`src/rtl/ham_8_4_enc_stream.sv`:
```
// Streaming Hamming(8,4) SECDED encoder: the transmit end of the ham_8_4 channel.
// Four-bit words are encoded, optionally corrupted by a one-shot injection mask,
// and queued in a two-entry FIFO that feeds a valid/ready codeword output.
// The FIFO is a head/tail register pair, so out_code is always the head register.
// That keeps out_code stable under backpressure.

module ham_8_4_enc_stream #(
  parameter int CNT_W  = 16,
  parameter bit INJ_EN = 1'b1
) (
  input  logic             clk,
  input  logic             rst_n,
  input  logic             in_valid,
  output logic             in_ready,
  input  logic [4:1]       in_data,
  output logic             out_valid,
  input  logic             out_ready,
  output logic [8:1]       out_code,
  input  logic             inj_arm,
  input  logic [8:1]       inj_mask,
  output logic             inj_pending,
  output logic [CNT_W-1:0] word_cnt
);

  logic [1:0] occ;
  logic [8:1] head_q;
  logic [8:1] tail_q;
  logic       push;
  logic       pop;
  logic       p1;
  logic       p2;
  logic       p4;
  logic       pg;
  logic [8:1] code_raw;
  logic [8:1] apply_mask;
  logic [8:1] code_word;

  // Handshake flags decoded from the occupancy register only, so there is no
  // combinational path from in_valid or out_ready to the ready/valid outputs.
  always_comb begin
    in_ready  = (occ != 2'd2);
    out_valid = (occ != 2'd0);
    push      = in_valid & in_ready;
    pop       = out_valid & out_ready;
  end

  // Encode the incoming word; the overall parity covers the seven upper bits,
  // and the injection mask is applied afterwards so single/double errors are exact.
  always_comb begin
    p1        = in_data[4] ^ in_data[3] ^ in_data[1];
    p2        = in_data[4] ^ in_data[2] ^ in_data[1];
    p4        = in_data[3] ^ in_data[2] ^ in_data[1];
    code_raw  = {p1, p2, in_data[4], p4, in_data[3], in_data[2], in_data[1], 1'b0};
    pg        = ^code_raw[8:2];
    code_raw[1] = pg;
    code_word = code_raw ^ apply_mask;
  end

  generate
    if (INJ_EN) begin : g_inj
      logic [8:1] mask_q;
      logic       pend_q;

      // A word accepted in the same cycle as a re-arm still sees the old mask.
      // The freshly armed mask waits for the following word.
      always_ff @(posedge clk or negedge rst_n) begin
        if (!rst_n) begin
          mask_q <= 8'h00;
          pend_q <= 1'b0;
        end else if (inj_arm) begin
          mask_q <= inj_mask;
          pend_q <= 1'b1;
        end else if (push) begin
          pend_q <= 1'b0;
        end
      end

      assign apply_mask  = pend_q ? mask_q : 8'h00;
      assign inj_pending = pend_q;
    end else begin : g_no_inj
      assign apply_mask  = 8'h00;
      assign inj_pending = 1'b0;
    end
  endgenerate

  // Two-entry FIFO: head is the output word and tail is the second-oldest word.
  // A pop shifts tail into head. A push lands in head when head is free or being vacated.
  always_ff @(posedge clk or negedge rst_n) begin
    if (!rst_n) begin
      occ    <= 2'd0;
      head_q <= 8'h00;
      tail_q <= 8'h00;
    end else begin
      case ({push, pop})
        2'b10: begin
          if (occ == 2'd0) head_q <= code_word;
          else             tail_q <= code_word;
          occ <= occ + 2'd1;
        end
        2'b01: begin
          if (occ == 2'd2) head_q <= tail_q;
          occ <= occ - 2'd1;
        end
        2'b11: begin
          if (occ == 2'd2) begin
            head_q <= tail_q;
            tail_q <= code_word;
          end else begin
            head_q <= code_word;
          end
        end
        default: begin
          occ <= occ;
        end
      endcase
    end
  end

  assign out_code = head_q;

  // Count delivered codewords; wraps naturally at the counter width.
  always_ff @(posedge clk or negedge rst_n) begin
    if (!rst_n) begin
      word_cnt <= '0;
    end else if (pop) begin
      word_cnt <= word_cnt + CNT_W'(1);
    end
  end

endmodule

```
`config.mk`:
```
export PLATFORM = sky130hd
export DESIGN_NAME = ham_8_4_enc_stream
export DESIGN_NICKNAME = d
export VERILOG_FILES = /design/src/rtl/ham_8_4_enc_stream.sv
export SDC_FILE = /design/constraint.sdc
export NUM_CORES = 1
export LEC_CHECK = 0
export ABC_AREA = 1
export CAP_MARGIN = 20
export CORE_MARGIN = 2
export CORE_UTILIZATION = 52
export DETAILED_ROUTE_END_ITERATION = 16
export PLACE_DENSITY_LB_ADDON = 0.08
export REMOVE_ABC_BUFFERS = 1
export SLEW_MARGIN = 0
export SYNTH_ARGS = -nofsm -noshare
export SYNTH_HDL_FRONTEND = slang
export SYNTH_SLANG_ARGS = --single-unit
```
`constraint.sdc`:
```
create_clock -name clk -period 2.1 [get_ports clk]
set_input_delay 0.21 -clock clk [delete_from_list [all_inputs] [get_ports clk]]
set_output_delay 0.21 -clock clk [all_outputs]
set_load 0.01 [all_outputs]
```
==> impl_metrics.toml, run 1 <==
[synth]
avgSynthCellArea_sq_um = 8.280
yosys-top-cells-area = "dfrtp_1 (47%), nand2_1 (16%), xor2_1 (5.0%)"
synth_most_common_cell = "nand2_1"
synthFlopType = "dfrtp_1"
yosysSeqAreaShare_pct = 46.92
synth-seq-cells = 43
synth-edff-count = 0
synth_commonest_cells = "nand2_1 (98), dfrtp_1 (43), inv_1 (23), nor2_1 (22)"
synth.yosys.warnings = 0
syn_area_sq_um = 2293
synth.top_cell.area_share_pct = 46.92
synthArstFlopShare_pct = 100.0
synthDistinctLibCells = 31
yosys.area.top_type = "dfrtp_1"
synthCells = 277

[routing]
wire_per_inst_um = 11.94
drcViolationCount = 0
vias = 1845
drtIter0Drc = 70
viasPerCell = 4.805
ant_nets = 0
dr.pass1.iters = 4
finalWirelength_um = 4586

[sta]
worst_pin_slew_ps = 419.1
fin_crit_ps = 1865
worst_clock_skew_ps = 8.968
hold_violations = 0
max_clock_freq_ghz = 0.5363
drv_slew = 0
slew_headroom_pct = 72.06
fin_crit_sh_pct = 88.79
setup_tns_ps = 0
rsz0062_at_grt = "no"
setup_viol = 0

[cts]
clock_latency_ps = 290
clock_sinks = 43
cts_htree_levels = 2
cts_tree = "yes"
cts_buffers = 5
clk_path_buf_depth = 2
root_buffer = "clkbuf_8"
cts.clk_slew.worst_paths_ps = 80

[placement]
dp_hpwl_um = 3511
routabilityCongestion = 0.8563
placedCellCount = 374
port_buffers = 43

[pwr]
p_switching_mw = 1.263
powerDensity_nw_per_um2 = 1149
pwr-share-clk_pct = 15.2
netSwitchingFraction_pct = 37.60
internal_power_mw = 2.097
p_leak_nw = 1.404
p_comb_share_pct = 45.3
ir_worst_vdd_v = 0.0005595
seqPwrFrac_pct = 39.5

[floorplanning]
start_util_pct = 53.41
dieHeight_um = 70.41
dieArea_sq_um = 4958
io_pins = 44
rows = 24
dieWidth_um = 70.41
core-area_sq_um = 4294

[global_route]
grt_usage_pct = 20.27
grt-busiest-layer = "met2"
grt_pass1_vias = 1789
grt_use_met1_pct = 29.81
grtUsageMet2_pct = 30.82
use_met3_pct = 4.762
grt_pass1_wl_um = 8135
antenna_found_initial = 0
grt-ovfl-total = 0
grt_max_degree = 20

[final_layout]
area_delta_synth_final_pct = 27.50
finalNetCount = 353
antenna_cells = 0
drive_above_1_share_pct = 9.639
instances_no_fill = 384

[status]
outcome = "complete, no violations"

[run]
cap_violations = 0

[min_path]
hold_path.class = "in2async"

[critical_path]
crit_type = "reg2reg"
worst_setup_path_start_kind = "register"
end_kind = "register"
crit_required_ps = 2320
crit_fanout = 8
cp_data_arrival_time_ps = 2090
-- cell usage in the layout, fill, tap and decap left out, types with 5 or more instances in the layout --
cell	netlist	routed
a21oi_1	13	13
buf_4	1	5
clkbuf_8	0	5
clkdlybuf4s50_1	0	42
dfrtp_1	43	42
ha_1	5	5
inv_1	23	23
nand2_1	98	97
nand3_1	10	10
nand4_1	5	5
nor2_1	22	22
xnor2_1	5	5
xor2_1	13	13
-- repair_timing --
action                                  in CTS  in global routing
buffers inserted                             0                  1
endpoints found under the setup margin       0                  7
hold buffers                                 1                  0
endpoints found under the hold margin       17                  0
resized for setup                            0                  2
-- logic make-up (layout without fill, tap and decap cells) --
group,Yosys count,in the layout,synth area share (%)
AOI/OAI and AO/OA,29,29,8.510
xor gates and xnor gates,18,18,6.874
adders and majority gates,5,5,2.728
buffers and inverters,30,85,5.128
DFF,43,43,46.92
and+or+nand+nor,152,152,29.84
-- final timing paths --
| path | slack [ps] | to | depth (start not counted) | start |
|---|---|---|---|---|
| worst max-delay path | 240 | out_code[1] | 11 | occ[0] |
| worst min-delay path | 380 | word_cnt[1] | 2 | rst_n |
| worst max register to register | 240 | out_code[1] | 11 | occ[0] |
| worst min register to register | 480 | g_inj.mask_q[6] | 2 | g_inj.mask_q[6] |
| max in group asynchronous | 1180 | inj_pending | 3 | rst_n |
| min in group clk | 450 | g_inj.mask_q[5] | 3 | inj_mask[5] |
-- power groups by stage --
stage	sequential, mW	clock, mW	combinational (mW)
after floorplan	1.36	0	0.841
after global placement	1.33	0	1.45
after detailed placement	1.34	0	1.48
after CTS	1.33	0.528	1.49
after global routing	1.37	0.553	1.69
final	1.33	0.512	1.52
-- layout make-up --
| class | count | area, sq um |
|---|---|---|
| fillers | 377 | 1370 |
| multi-input cells | 204 | 1102 |
| flip-flops and latches | 43 | 1077 |
| repair buffers | 50 | 493.0 |
| inverters | 27 | 101.3 |
| clock buffers | 6 | 72.57 |
| well taps | 52 | 65.06 |
| clock inverters | 2 | 12.51 |
-- registers in the layout (all words and copies together), names as in the netlist --
name	count
g_inj.mask_q	8
tail_q	8
out_code	8
occ	2
inj_pending	1
word_cnt	16
-- worst max-delay path, stage by stage, from the launching register on --
cell and delay [ps]:
dfrtp_2 420, inv_2 80, nand2_1 100, nand2_1 150
inv_1 110, ha_1 170, nand3_1 190, a21oi_4 290
nand2_1 80, nand2_1 60, inv_1 40, a21oi_1 120
-- per-layer routing --
metal  share of wire [%]  wire length [um]
met1                  51              2351
met5                   0                 0
met4                0.37                17
met3                 4.0               184
met2                  44              2033
-- through the flow --
step	hold WS, ps	total power [mW]	util [%]	instance area [sq um]	worst slack (ps)
after floorplan	-85.59	2.205	-	2277	309.1
after global placement	175.2	2.782	65.33	2805	95.43
after detailed placement	179.4	2.818	65.33	2805	55.38
after CTS	397.0	3.347	67.54	2900	143.5
after global routing	420.7	3.613	68.09	2924	26.34
final	375.9	3.360	68.09	2924	235.5
(Power assumes the default switching activity.)
==> inputs of run 2 (changes only) <==
--- a/constraint.sdc
+++ b/constraint.sdc
@@ -3,2 +3,2 @@
 set_output_delay 0.21 -clock clk [all_outputs]
-set_load 0.01 [all_outputs]
+set_load 0.005 [all_outputs]
==> results of run 2 <==
Same layout as run 1 (identical final DEF). Status: complete, no violations.
Main changes from that run: total power 3.360 mW -> 3.289 mW; worst IR drop on VDD 0.0005595 V -> 0.0005584 V
